==> config.mk <==
export PLATFORM = sky130hd
export DESIGN_NAME = imem_loader
export DESIGN_NICKNAME = d
export VERILOG_FILES = /design/src/rtl/imem_loader_pkg.sv /design/src/rtl/imem_loader_byte_assembler.sv /design/src/rtl/imem_loader.sv
export SDC_FILE = /design/constraint.sdc
export NUM_CORES = 1
export LEC_CHECK = 0
export ABC_AREA = 1
export CORE_MARGIN = 2
export CORE_UTILIZATION = 27
export CTS_CLUSTER_DIAMETER = 100
export DETAILED_ROUTE_END_ITERATION = 8
export PLACE_DENSITY_LB_ADDON = 0.2
export SYNTH_ARGS = -nofsm -noshare
export SYNTH_HDL_FRONTEND = slang
export SYNTH_SLANG_ARGS = --single-unit
==> constraint.sdc <==
create_clock -name Clock -period 5.3 [get_ports Clock]
set_input_delay 1.06 -clock Clock [delete_from_list [all_inputs] [get_ports Clock]]
set_output_delay 1.06 -clock Clock [all_outputs]
set_load 0.02 [all_outputs]
==> src/rtl/imem_loader_pkg.sv <==
// Shared constants for the instruction-memory loader: state encoding and the
// word/address widths used by the PC and instruction memory.
package imem_loader_pkg;

  localparam int WORD_W = 32;
  localparam int ADDR_W = 64;
  localparam int BYTE_W = 8;

  localparam logic [1:0] ST_IDLE  = 2'd0;
  localparam logic [1:0] ST_LOAD  = 2'd1;
  localparam logic [1:0] ST_WRITE = 2'd2;
  localparam logic [1:0] ST_DONE  = 2'd3;

  // The CPU must stay frozen while bytes are arriving or a word is being written.
  function automatic logic is_busy(input logic [1:0] st);
    return (st == ST_LOAD) || (st == ST_WRITE);
  endfunction

endpackage

==> src/rtl/imem_loader_byte_assembler.sv <==
// Packs a little-endian byte stream into 32-bit words; the first byte of a
// word ends up in bits [7:0] once four bytes have been shifted in.
module byte_assembler
  import imem_loader_pkg::*;
(
  input  logic              clock,
  input  logic              reset,
  input  logic [BYTE_W-1:0] stream_byte,
  input  logic              shift,
  input  logic              clear,
  output logic [WORD_W-1:0] word,
  output logic [1:0]        index,
  output logic              last
);

  // Shifting right from the top lands byte 0 in the low lane after four shifts,
  // and the 2-bit index wraps back to 0 on its own at the end of a word.
  always_ff @(posedge clock or posedge reset) begin
    if (reset) begin
      word  <= '0;
      index <= '0;
    end else if (clear) begin
      word  <= '0;
      index <= '0;
    end else if (shift) begin
      word  <= {stream_byte, word[WORD_W-1:BYTE_W]};
      index <= index + 2'd1;
    end
  end

  assign last = (index == 2'd3);

endmodule

==> src/rtl/imem_loader.sv <==
// Writer side of the instruction memory: collects a program byte stream into
// instruction words, writes them out one by one, and holds the CPU meanwhile.
module imem_loader
  import imem_loader_pkg::*;
#(
  parameter int unsigned       NUM_WORDS = 16,
  parameter logic [ADDR_W-1:0] BASE_ADDR = 64'h0
) (
  input  logic              Clock,
  input  logic              Reset,
  input  logic              Start,
  input  logic              Abort,
  input  logic [BYTE_W-1:0] ByteIn,
  input  logic              ByteValid,
  output logic              ByteReady,
  output logic              WrEn,
  output logic [ADDR_W-1:0] WrAddr,
  output logic [WORD_W-1:0] WrData,
  output logic [15:0]       WordCount,
  output logic              CpuHold,
  output logic              Done
);

  logic [1:0]  state;
  logic [1:0]  state_next;
  logic        launch;
  logic        accept;
  logic        discard;
  logic        last;
  logic [1:0]  byte_index;
  logic [16:0] count_next;

  assign launch     = ((state == ST_IDLE) || (state == ST_DONE)) && Start;
  assign accept     = (state == ST_LOAD) && ByteValid && !Abort;
  assign discard    = (state == ST_LOAD) && Abort && (byte_index != 2'd0);
  assign count_next = {1'b0, WordCount} + 17'd1;

  byte_assembler u_assembler (
    .clock       (Clock),
    .reset       (Reset),
    .stream_byte (ByteIn),
    .shift       (accept),
    .clear       (launch || discard),
    .word        (WrData),
    .index       (byte_index),
    .last        (last)
  );

  // Abort beats every other transition out of LOAD and WRITE.
  always_comb begin
    state_next = state;
    case (state)
      ST_IDLE, ST_DONE: if (Start) state_next = ST_LOAD;
      ST_LOAD: begin
        if (Abort)
          state_next = ST_IDLE;
        else if (accept && last)
          state_next = ST_WRITE;
      end
      ST_WRITE: begin
        if (Abort)
          state_next = ST_IDLE;
        else if (count_next == 17'(NUM_WORDS))
          state_next = ST_DONE;
        else
          state_next = ST_LOAD;
      end
      default: state_next = ST_IDLE;
    endcase
  end

  // The word strobed during WRITE is captured by memory, so it is always counted,
  // even if an abort arrives in that same cycle.
  always_ff @(posedge Clock or posedge Reset) begin
    if (Reset) begin
      state     <= ST_IDLE;
      WrAddr    <= BASE_ADDR;
      WordCount <= '0;
    end else begin
      state <= state_next;
      if (launch) begin
        WrAddr    <= BASE_ADDR;
        WordCount <= '0;
      end else if (state == ST_WRITE) begin
        WrAddr    <= WrAddr + 64'd4;
        WordCount <= count_next[15:0];
      end
    end
  end

  assign ByteReady = (state == ST_LOAD);
  assign WrEn      = (state == ST_WRITE);
  assign CpuHold   = is_busy(state);
  assign Done      = (state == ST_DONE);

endmodule

==> results of run 1 <==
-- per-stage QoR --
step	setup slack [ns]	util, %	instances	total power, mW	hold WS, ns
floorplan	1.22	-	905	1.50	0.499
global route	1.63	36.7	1373	3.18	0.569
global placement	1.50	34.1	1341	1.82	0.524
finish	1.90	36.7	1373	3.02	0.532
detailed placement	1.46	34.1	1341	1.82	0.525
CTS	1.90	36.7	1373	3.06	0.540
-- layer usage --
layer	vias to the layer above	GRT usage, %	wire, um
li1	3243	-	-
met1	2963	24.3	10600
met2	171	25.0	9280
met3	13	3.72	1250
met4	0	4.38	193
met5	-	0	0
-- cell usage in the layout, fill, tap and decap left out, types with 17 or more instances in the layout --
cell	count
nand2_1	174
inv_1	135
clkdlybuf4s50_1	126
dfrtp_1	114
nor2_1	105
nand3_1	54
o21ai_0	46
a21oi_1	43
nor3_1	40
nand4_1	37
o22ai_1	30
clkbuf_16	17
-- cells in the mapped netlist, types with 2 or more instances --
| cell type | instances |
|---|---|
| nor3_4 | 3 |
| a22o_1 | 3 |
| o22ai_1 | 30 |
| nand3b_1 | 4 |
| ha_1 | 8 |
| inv_2 | 13 |
| buf_4 | 3 |
| nand3_2 | 5 |
| o21bai_1 | 2 |
| nor3_1 | 40 |
| nand2_4 | 3 |
| a21oi_1 | 43 |
| clkbuf_1 | 14 |
| nand3_1 | 54 |
| inv_1 | 136 |
| nor4_1 | 4 |
| dfrtp_1 | 114 |
| nor3_2 | 4 |
| xor2_1 | 5 |
| nand2_2 | 6 |
| o21ai_0 | 46 |
| o21ai_1 | 15 |
| nor2_2 | 10 |
| o21a_1 | 5 |
| nor2_4 | 5 |
| nand2_1 | 174 |
| nand4_1 | 37 |
| nor2_1 | 105 |
-- sequential cells by signal (all words and copies together) (netlist names) --
register and flops:
WordCount 16, WrAddr 62, state 2, u_assembler.index 2
u_assembler.word 32
-- worst max-delay path, cell delays in order --
cell and delay [ns]:
clkdlybuf4s50_1 0.47, nand2_1 0.31, nand2_1 0.59, inv_1 0.42, nor3_2 0.34, nand3b_1 0.15
nor2_1 0.15, a21oi_1 0.08, o21a_1 0.14
-- kinds of logic (layout without fill, tap and decap cells) --
kind of cell	count (synthesis)	count (layout)	synth area share [%]
AND/OR/NAND/NOR	459	459	32.8
flip-flops	114	114	42.9
XOR/XNOR	6	6	0.790
AO/OA/AOI/OAI	146	146	12.0
buffers and inverters	170	314	9.93
adder cells (fa/ha/maj)	8	8	1.50
other	1	2	0.0564
-- cell type report --
cell class / instances / area, um^2
inverters: 150 / 566
clock buffers: 17 / 425
repair buffers: 132 / 1310
flip-flops and latches: 114 / 2850
clock inverters: 15 / 198
multi-input cells: 621 / 3150
well taps: 324 / 405
fillers: 2604 / 15300
-- worst min-delay path by stage --
stage | startpoint | to | slack [ns] | cells past startpoint
2_1_floorplan | state[1]$_DFFE_PP0P_ | state[1]$_DFFE_PP0P_ | 0.50 | 2
3_3_place_gp | u_assembler.word[1]$_DFFE_PP0P_ | u_assembler.word[1]$_DFFE_PP0P_ | 0.52 | 2
3_5_place_dp | u_assembler.word[0]$_DFFE_PP0P_ | u_assembler.word[0]$_DFFE_PP0P_ | 0.52 | 2
4_1_cts | u_assembler.word[0]$_DFFE_PP0P_ | u_assembler.word[0]$_DFFE_PP0P_ | 0.54 | 2
5_1_grt | u_assembler.word[5]$_DFFE_PP0P_ | u_assembler.word[5]$_DFFE_PP0P_ | 0.57 | 2
6_report | WrAddr[25]$_DFFE_PP0P_ | WrAddr[25]$_DFFE_PP0P_ | 0.53 | 1
-- power groups by stage --
stage | sequential [mW] | combinational, mW | clock (mW)
2_1_floorplan | 1.11 | 0.386 | 0
3_3_place_gp | 1.05 | 0.775 | 0
3_5_place_dp | 1.04 | 0.780 | 0
4_1_cts | 1.03 | 0.783 | 1.25
5_1_grt | 1.04 | 0.848 | 1.29
6_report | 1.03 | 0.770 | 1.23
==> run metrics, run 1 <==
initial core utilization=a little over a quarter; DRT iter0 DRCs=~410; CTS clk-pin slew, worst paths=about 0.060 ns; Clock Skews=0.0111 ns; total setup buffers inserted after CTS=0; register area share after synthesis=42.9%; Resized Gates After CTS=0; Final GP Congestion=0.883; drt pass-1 iters=5; FF-to-FF setup slack=about 2.2 ns; io pins=~130; post-synthesis async set-or-reset flop share=100%; EDFF count, synth=0; Nets=between 1000 and 1500; Die Height=~160 um; layout cell share with drive strength beyond 1=~8.8%; Hold Buf Count CTS=0; Sw Pwr=1.05 mW; largest area contributor in the netlist=dfrtp_1; main area contributors after synthesis=dfrtp_1 (43%), nand2_1 (9.8%), inv_1 (7.7%); Synth top area share=42.9%; # rows=57; RSZ-0062 raised after global routing=false; Max-slew headroom=between 30% and 40%; total track usage=~17%; CP Data Arrival Time=3.72 ns; worst slew pin tran=between 0.9 and 1 ns; syn_area_per_cell=roughly 7.4 um^2; final worst-path cycle share=roughly 64%; max cap viols=0; DRC viols=0; first-pass GRT wire length=approximately 34 mm; Core Region=about 24000 um^2; combinational share of power=between 20% and 30%; critical path type=input pin to register; Yosys Warn Count=0; drt wl/cell=~16 um; Root Buffer=clkbuf_16; Post-DP Area=a little over 8000 um^2; outcome=complete, no violations; vias in the first global route=between 6000 and 7000; initial antenna violation count=0; buffers added on ports=~130; hpwl dp=approximately 16 mm; Clock Latency Late Sink=0.43 ns; Area Overhead vs Synth=33.8%; CTS Buffer Depth=2; Cells after Synth=between 900 and 1000; vias per inst=about 4.7; leak pwr=~3.7 nW; Critical path origin=Start; R2R Path Start=state[0]$_DFFE_PP0P_; Post-Syn Area=around 6700 um^2; CTS Buf Count=17; Hold Path Class=register to register; Pwr Density=roughly 340 nW/um^2; worst r2r path cells=10; largest net degree at the start of global routing=slightly above 60; Final Slew Violations=0; post-route cell area=between 8000 and 9000 um^2; Final Hold Violating Endpoints=0; reg2reg end=WrAddr[32]$_DFFE_PP0P_; clock net sink count=114; Setup crit start kind=input pin; Tmin final=around 3.4 ns; CTS tree=yes; H-tree Lvls=4; Max VDD drop=195 uV; Worst Setup EP=WrAddr[32]$_DFFE_PP0P_; grt total ovfl=0; clock power share=40.6%; antenna-violating nets left=0; number of distinct library cells after synthesis=between 40 and 50; FF+latch count, synth=roughly 110; worst-path fanout max=15; die span in x=roughly 160 um; final wirelength=roughly 21 mm; die area=25900 um^2; via count=between 6000 and 7000; # diodes=0; Sequential Power Share=34.0%; switching part of the total=a little over a third; Fin Setup TNS=0 ns; Final setup violation count=0; Main synth FF type=dfrtp_1; Max Clk Rate=between 0.2 and 0.3 GHz; internal power=roughly 2 mW; CP Data Required Time=~5.6 ns; Crit. End Element=register
No activity file was read; power rests on OpenSTA's default activity.
==> run 2, diff against run 1 <==
==> constraint.sdc (replaced) <==
create_clock -name Clock -period 3.26 [get_ports Clock]
set_input_delay 0.652 -clock Clock [delete_from_list [all_inputs] [get_ports Clock]]
set_output_delay 0.652 -clock Clock [all_outputs]
set_load 0.02 [all_outputs]
==> run 2 against run 1 <==
Combinational power increased by 68%. Register-to-register slack got worse by 1.5 ns. Count of clock-buffer cells in the layout unchanged. Utilization increased by 0.052 points. First-iteration DRC count decreased by 6.6%. Sequential power increased by 61%. Clock power increased by 54%. Critical path depth decreased by 5. Power increased by 60%. Flip-flop and latch count unchanged. Worst hold slack got worse by 0.0051 ns. Clock skew about the same.
==> run metrics, run 2 (synthesis results as in run 1) <==
wire length on met1=10.4 mm (was 10.6 mm); Final Util=36.7% (about the same); CTS clk-pin slew, worst paths=0.06 ns (about the same); # rows=57 (unchanged); Clock Latency Late Sink=0.43 ns (about the same); worst-path fanout max=12 (was 15); R2R Path Start=state[0]$_DFFE_PP0P_ (unchanged); internal power=3.09 mW (was 1.97 mW); Worst path slowest cell=clkdlybuf4s50_1 (was nand2_1); H-tree Lvls=4 (unchanged); hpwl dp=16.0 mm (was 16.1 mm); reg2reg end=WrAddr[32]$_DFFE_PP0P_ (unchanged); max layer used=met4 (unchanged); number of cells on the critical path=4 (was 9); die span in x=161 um (unchanged); Resized Gates After CTS=0 (unchanged); total setup buffers inserted after CTS=0 (unchanged); Root Buffer=clkbuf_16 (unchanged); max incr delay on CP=0.64 ns (was 0.59 ns); CP Buf/Inv Count=3 (was 2); worst r2r path cells=10 (unchanged); layout cell share with drive strength beyond 1=9.03% (was 8.77%); area of the multi-input gates=3150 um^2 (unchanged); largest net degree at the start of global routing=48 (was 62); Tmin final=2.56 ns; Reg area=2850 um^2 (unchanged); Area Overhead vs Synth=34.0% (was 33.8%); initial antenna violation count=0 (unchanged); combinational share of power=26.5% (was 25.4%); RSZ-0062 raised after global routing=false (unchanged); vias in the first global route=6286 (was 6139); Hold Path Class=register to register (unchanged); buffers added on ports=126 (unchanged); DRT iter0 DRCs=384 (was 411); initial core utilization=27.4% (unchanged); post-route cell area=8910 um^2 (was 8900 um^2); Max-slew headroom=25.4% (was 37.7%); WL met3=1.41 mm (was 1.25 mm); cell breakdown of the critical path=inv_1 > ha_1 > buf_4 > clkdlybuf4s50_1 (was clkdlybuf4s50_1 > nand2_1 > nand2_1 > inv_1 > nor3_2 > nand3b_1 > nor2_1 > a21oi_1 > o21a_1); most frequent cells in the layout=nand2_1 (174), inv_1 (135), clkdlybuf4s50_1 (126) (unchanged); pre-CTS setup slack=0.272 ns (was 1.46 ns); CTS Buf Count=17 (unchanged); total track usage=16.9% (was 16.7%); Post-DP Area=8320 um^2 (was 8280 um^2); CP Data Required Time=2.61 ns (was 5.62 ns); cell family with most CP delay=buffers and inverters (was simple AND/OR/NAND/NOR gates); via count=6406 (was 6390); Die Height=161 um (unchanged); Final WS setup=0.700 ns (was 1.90 ns); clock net sink count=114 (unchanged); Worst Setup EP=WrEn (was WrAddr[32]$_DFFE_PP0P_); Pwr Density=543 nW/um^2 (was 340 nW/um^2); CP Data Arrival Time=1.91 ns (was 3.72 ns); DRC viols=0 (unchanged); outcome=complete, no violations (unchanged); switching part of the total=36.2% (was 34.9%); leak pwr=3.67 nW (was 3.66 nW); largest register by flop count=WrAddr (unchanged); drt pass-1 iters=5 (unchanged); clock power share=39.2% (was 40.6%); Crit. End Element=primary output (was register); first-pass GRT wire length=34.3 mm (was 33.9 mm); vias per inst=4.66 (was 4.65); Final GP Congestion=0.866 (was 0.883); Core Region=24200 um^2 (unchanged); Hold Buf Count CTS=0 (unchanged); die area=25900 um^2 (unchanged); number of flip-flops in the largest register=62 (unchanged); Fin Setup TNS=0 ns (unchanged); drt wl/cell=15.6 um (about the same); Clock Skews=0.0114 ns (was 0.0111 ns); Setup crit start kind=register (was input pin); Max Clk Rate=slightly below 0.4 GHz; antenna-violating nets left=0 (unchanged); worst slew pin tran=1.12 ns (was 0.931 ns); io pins=129 (unchanged); # fillers=2605 (was 2604); critical path type=register to primary output (was input pin to register); Sw Pwr=1.75 mW (was 1.05 mW); max cap viols=0 (unchanged); commonest non-fill, non-tap cell in the layout=nand2_1 (unchanged); Nets=1060 (was 1057); Max VDD drop=305 uV (was 195 uV); Sequential Power Share=34.3% (was 34.0%); CTS Buffer Depth=2 (unchanged); grt total ovfl=0 (unchanged); final wirelength=21.4 mm (about the same); Final Hold Violating Endpoints=0 (unchanged); CTS tree=yes (unchanged); final worst-path cycle share=78.5%; WL met2=9.45 mm (was 9.28 mm); Final setup violation count=0 (unchanged); Final Slew Violations=0 (unchanged); biggest regs=WrAddr x62, u_assembler.word x32, WordCount x16 (unchanged); Critical path origin=state[0]$_DFFE_PP0P_ (was Start); FF-to-FF setup slack=0.74 ns (was 2.21 ns); # diodes=0 (unchanged)
run 2: changes by cell type in the layout (fill, tap and decap cells not counted), sizes merged:
cell      change
clkinvlp      +1
clkinv        -1
inv           +2
bufinv        -2
buf           +3
run 2: stage by stage:
stage | total power [mW] | instances | hold slack [ns]
6_report | 4.84 | 1376 | 0.527
5_1_grt | 5.10 | 1376 | 0.555
4_1_cts | 4.90 | 1376 | 0.527
3_5_place_dp | 2.99 | 1344 | 0.515
3_3_place_gp | 2.99 | 1344 | 0.522
2_1_floorplan | 2.43 | 905 | 0.499
run 2: routing by layer:
| metal | GRT usage [%] | vias up |
|---|---|---|
| li1 | - | 3246 |
| met1 | 23.8 | 2967 |
| met2 | 25.6 | 176 |
| met3 | 4.47 | 17 |
| met4 | 4.38 | 0 |
| met5 | 0 | - |
run 2: area by class of cell:
cell class,instances,share of cell area [%]
multi-input cells,621,35.3
clock inverters,15,1.81
well taps,324,4.55
clock buffers,17,4.77
inverters,150,6.36
flip-flops and latches,114,32.0
repair buffers,135,15.2
run 2: worst min-delay path by stage:
stage                               startpoint                              end  slack, ns  cells past startpoint
2_1_floorplan             state[1]$_DFFE_PP0P_             state[1]$_DFFE_PP0P_       0.50                      2
3_3_place_gp   u_assembler.word[6]$_DFFE_PP0P_  u_assembler.word[6]$_DFFE_PP0P_       0.52                      2
3_5_place_dp            WrAddr[40]$_DFFE_PP0P_           WrAddr[40]$_DFFE_PP0P_       0.52                      1
4_1_cts                 WrAddr[40]$_DFFE_PP0P_           WrAddr[40]$_DFFE_PP0P_       0.53                      1
5_1_grt                 WrAddr[25]$_DFFE_PP0P_           WrAddr[25]$_DFFE_PP0P_       0.55                      1
6_report                WrAddr[40]$_DFFE_PP0P_           WrAddr[40]$_DFFE_PP0P_       0.53                      1
run 2: worst register-to-register path, stage by stage, from the launching register on:
cell	delay [ns]
dfrtp_1	0.37
inv_1	0.07
ha_1	0.31
nand2_1	0.10
nand2_1	0.34
inv_1	0.36
nor3_2	0.38
nand3b_1	0.16
nor2_1	0.15
a21oi_1	0.08
o21a_1	0.11
run 2: power groups by stage:
stage / registers [mW] / clock network (mW) / logic [mW]
final: 1.66 / 1.90 / 1.29
after global placement: 1.69 / 0 / 1.30
after detailed placement: 1.68 / 0 / 1.31
after global routing: 1.68 / 2.00 / 1.41
after floorplan: 1.80 / 0 / 0.629
after CTS: 1.66 / 1.92 / 1.31
